File: src/rtl/io_port_bank.sv
// io_port_bank: N_IN synchronised input ports, N_OUT output latches and a register-mapped read path.
// Defining IO_PORT_BANK_IRQ_EN adds per-input change flags (STATUS), MASK and the maskable irq.
module io_port_bank #(
    parameter int DATA_W = 8,
    parameter int N_IN   = 2,
    parameter int N_OUT  = 2,
    parameter int ADDR_W = 8
) (
    input  logic                    clk,
    input  logic                    rst_n,
    input  logic                    io_sel,
    input  logic                    wr_en,
    input  logic [ADDR_W-1:0]       addr,
    input  logic [DATA_W-1:0]       wr_data,
    output logic [DATA_W-1:0]       rd_data,
    input  logic [N_IN*DATA_W-1:0]  field_in,
    output logic [N_OUT*DATA_W-1:0] field_out,
    output logic                    irq
);

    logic                         wr;
    logic [N_IN-1:0][DATA_W-1:0]  sync1;
    logic [N_IN-1:0][DATA_W-1:0]  sync2;
    logic [N_OUT-1:0][DATA_W-1:0] out_q;

    assign wr        = io_sel & wr_en;
    assign field_out = out_q;

    // Two-flop synchroniser for the asynchronous external inputs.
    always_ff @(posedge clk or negedge rst_n) begin
        if (!rst_n) begin
            sync1 <= '0;
            sync2 <= '0;
        end else begin
            sync1 <= field_in;
            sync2 <= sync1;
        end
    end

    always_ff @(posedge clk or negedge rst_n) begin
        if (!rst_n) begin
            out_q <= '0;
        end else if (wr) begin
            for (int j = 0; j < N_OUT; j++) begin
                if (addr == ADDR_W'(N_IN + j)) out_q[j] <= wr_data;
            end
        end
    end

`ifdef IO_PORT_BANK_IRQ_EN
    localparam logic [ADDR_W-1:0] ADDR_STATUS = ADDR_W'(N_IN + N_OUT);
    localparam logic [ADDR_W-1:0] ADDR_MASK   = ADDR_W'(N_IN + N_OUT + 1);

    logic [N_IN-1:0][DATA_W-1:0] prev;
    logic [1:0]                  arm_cnt;
    logic                        armed;
    logic [N_IN-1:0]             flags;
    logic [N_IN-1:0]             mask;
    logic [N_IN-1:0]             chg;
    logic [N_IN-1:0]             clr;

    // Arming holds off detection until the synchroniser has filled after reset.
    assign armed = (arm_cnt == 2'd3);

    always_comb begin
        chg = '0;
        for (int i = 0; i < N_IN; i++) begin
            chg[i] = armed && (sync2[i] != prev[i]);
        end
    end

    assign clr = (wr && (addr == ADDR_STATUS)) ? wr_data[N_IN-1:0] : '0;

    always_ff @(posedge clk or negedge rst_n) begin
        if (!rst_n) begin
            prev    <= '0;
            arm_cnt <= 2'd0;
            flags   <= '0;
            mask    <= '0;
        end else begin
            prev <= sync2;
            if (!armed) arm_cnt <= arm_cnt + 2'd1;
            // A change event in the same cycle as its W1C keeps the flag set.
            flags <= chg | (flags & ~clr);
            if (wr && (addr == ADDR_MASK)) mask <= wr_data[N_IN-1:0];
        end
    end

    assign irq = |(flags & mask);
`else
    assign irq = 1'b0;
`endif

    always_comb begin
        rd_data = '0;
        if (io_sel) begin
            for (int i = 0; i < N_IN; i++) begin
                if (addr == ADDR_W'(i)) rd_data = sync2[i];
            end
            for (int j = 0; j < N_OUT; j++) begin
                if (addr == ADDR_W'(N_IN + j)) rd_data = out_q[j];
            end
`ifdef IO_PORT_BANK_IRQ_EN
            if (addr == ADDR_STATUS) rd_data[N_IN-1:0] = flags;
            if (addr == ADDR_MASK)   rd_data[N_IN-1:0] = mask;
`endif
        end
    end

endmodule

File: config.mk
export PLATFORM = sky130hd
export DESIGN_NAME = io_port_bank
export DESIGN_NICKNAME = d
export VERILOG_FILES = /design/src/rtl/io_port_bank.sv
export SDC_FILE = /design/constraint.sdc
export NUM_CORES = 1
export LEC_CHECK = 0
export CAP_MARGIN = 20
export CORE_MARGIN = 2
export CORE_UTILIZATION = 47
export DETAILED_ROUTE_END_ITERATION = 10
export HOLD_SLACK_MARGIN = 0.08
export MAX_ROUTING_LAYER = met4
export PLACE_DENSITY = 0.85
export SLEW_MARGIN = 0
export SYNTH_ARGS = -nofsm -noshare
export SYNTH_HDL_FRONTEND = slang
export SYNTH_SLANG_ARGS = --single-unit
File: constraint.sdc
create_clock -name clk -period 4.9 [get_ports clk]
set_input_delay 1.225 -clock clk [delete_from_list [all_inputs] [get_ports clk]]
set_output_delay 1.225 -clock clk [all_outputs]
set_load 0.02 [all_outputs]
==> qor.yml <==
logic_synthesis:
  synth_cell_type_count: 18
  synth-seq-area-share: 0.688
  yosysWarnings: 0
  yosys_register_bits: 48
  synthCells: 93
  syn-cell-area_mm2: 0.00175
  avgSynthCellArea_um2: 18.8
  syn_nets: 129
timing:
  rsz0062_at_grt: "false"
  tightest_slew_ps: 610
  hold_violations: 0
  holdWs_ps: 351
  fmax_mhz: 227
  fin_skew_ps: 0.597
  tns_ps: 0
  finalCritPeriodShare: 0.900
  maxSlewViolCount: 0
  fin_crit_ps: 4410
  setup_violations: 0
  max_slew_margin: 0.590
finish:
  layout-drive-gt1-share: 0.238
  design_area_mm2: 0.00250
  final_util: 0.693
  area_growth_pct: 43.0
  register_area_mm2: 0.00120
  n_fill_cell: 248
  multiInputGateArea_um2: 514
  final_common_cell: "clkdlybuf4s50_1"
  finalNetCount: 195
  antennaDiodeCount: 0
  finalNonFillerCells: 208
  final_cell_mix: "clkdlybuf4s50_1, dfrtp_1"
global_routing:
  grt_pass1_vias: 1109
  grt_pass1_wl_um: 5750
  track_usage: 0.201
  grt-ovfl-total: 0
  grt_max_degree: 49
  antenna_found_initial: 0
status:
  status: "complete, no violations"
route:
  via_per_inst: 4.88
  detail-route-antenna-nets: 0
  drtIter0Drc: 64
  firstDrtPassIters: 4
  wl_per_cell_um: 16.7
  drc: 0
  drt_wl_total_um: 3480
  num_vias: 1016
worst_setup_path:
  crit_top_cell: "clkdlybuf4s50_1"
  worst_path_largest_cell_delay_ps: 550
  path_max_fanout: 10
  end_kind: "primary output"
  crit_arrival_ps: 3190
  path_delay_family: "buffers and inverters"
  crit_buf_inv: 3
  worst_path_max_delay_cell: "clkdlybuf4s50_1"
  startpoint_type: "input port"
  critical_path_class: "input port to primary output"
  crit_chain: "clkdlybuf4s50_1 -> buf_4 -> mux4_2 -> and3_1 -> clkdlybuf4s50_1"
  required_ps: 3670
hold_path:
  hold_path_class: "flop to flop"
cts:
  cts_setup_buffers: 0
  htreeDepth: 2
  cts.path.max_buffers: 2
  clk_latency_ps: 290
  cts.root.buffer_cell: "clkbuf_8"
  ctsHoldBuffers: 0
  clkSinkCount: 48
  cts_tree: "done"
  cts-buffers-inserted: 5
  cts_resized: 0
  clkTransAtPathRegs_ps: 80
floorplan:
  coreArea_mm2: 0.00361
  die-height_um: 65.0
  chipWidth_um: 65.0
  ios: 61
  die_area_mm2: 0.00422
  rows: 22
  initial_utilization: 0.484
power:
  power_frac_clock: 0.320
  ir_worst_vdd_mv: 0.187
  seqPwrFrac: 0.578
  p_int_w: 0.000573
  swShare: 0.209
  p_comb_frac: 0.102
  cellPowerDensity_mw_per_mm2: 290
  power.leakage_nw: 1.13
  switchingPower_w: 0.000152
placed_design:
  place_area_mm2: 0.00239
  place_inst: 199
  port_buffers: 59
  place_congestion: 0.734
run:
  drv_cap: 0
## sequential cells by signal, indices dropped and copies added (netlist names)
| name | cells |
|---|---|
| field_out | 16 |
| sync1 | 16 |
| sync2 | 16 |
## metrics by stage
| step | worst slack [ps] | total power [W] |
|---|---|---|
| after floorplan | 1410 | 0.000450 |
| after global placement | 518 | 0.000496 |
| after detailed placement | 485 | 0.000500 |
| after CTS | 477 | 0.000732 |
| after global routing | 414 | 0.000759 |
| final | 488 | 0.000725 |
## Yosys cell counts, drive strengths merged
library cell	n	area, µm²
or4b	1	13.8
conb	1	3.75
and3	8	50.1
mux2	16	210
or4	1	11.3
dfrtp	48	1200
nor4	1	21.3
nor3	1	5.00
clkbuf	1	3.75
buf	3	23.8
or3	1	6.26
mux4	8	180
nand2	1	3.75
nor4b	1	8.76
inv	1	3.75
## cell families (layout without fill, tap and decap cells)
logic type | count (synthesis) | after routing | share of synthesized area
flops | 48 | 48 | 0.688
mux | 24 | 24 | 0.223
simple gates | 15 | 15 | 0.0688
buf+inv | 5 | 72 | 0.0179
other cells | 1 | 1 | 0.00215
## layer usage
layer,share of wire,vias to the layer above,wire (µm),global-route usage
li1,-,465,-,-
met1,0.41,511,1430,0.247
met2,0.52,36,1830,0.304
met3,0.048,4,167,0.0660
met4,0.015,0,51,0.0957
met5,0,-,0,-
## layout make-up
class                           count  share of cell area
Clock buffer                        8              0.0361
Tap cell                           48              0.0240
Timing Repair Buffer               63               0.252
Inverter                            1             0.00150
Sequential cell                    48               0.481
Multi-Input combinational cell     40               0.206
## path summary, 6_finish.rpt
check / slack, ps / end / depth (start not counted) / from
max: 490 / rd_data[3] / 5 / addr[0]
min: 350 / sync2[2] / 0 / sync1[2]
max reg2reg: 4110 / field_out[0] / 1 / field_out[0]
min reg2reg: 350 / sync2[2] / 0 / sync1[2]
max in group asynchronous: 3720 / sync2[13] / 2 / rst_n
min in group asynchronous: 750 / sync1[11] / 1 / rst_n
## power by group through the flow
stage	Clock [W]	Combinational, W	Sequential [W]
finish	0.000232	0.0000740	0.000419
detailed placement	0	0.0000727	0.000427
floorplan	0	0.0000206	0.000429
CTS	0.000240	0.0000731	0.000419
global placement	0	0.0000705	0.000426
global route	0.000258	0.0000797	0.000421
Power figures use the tool's default switching activity.
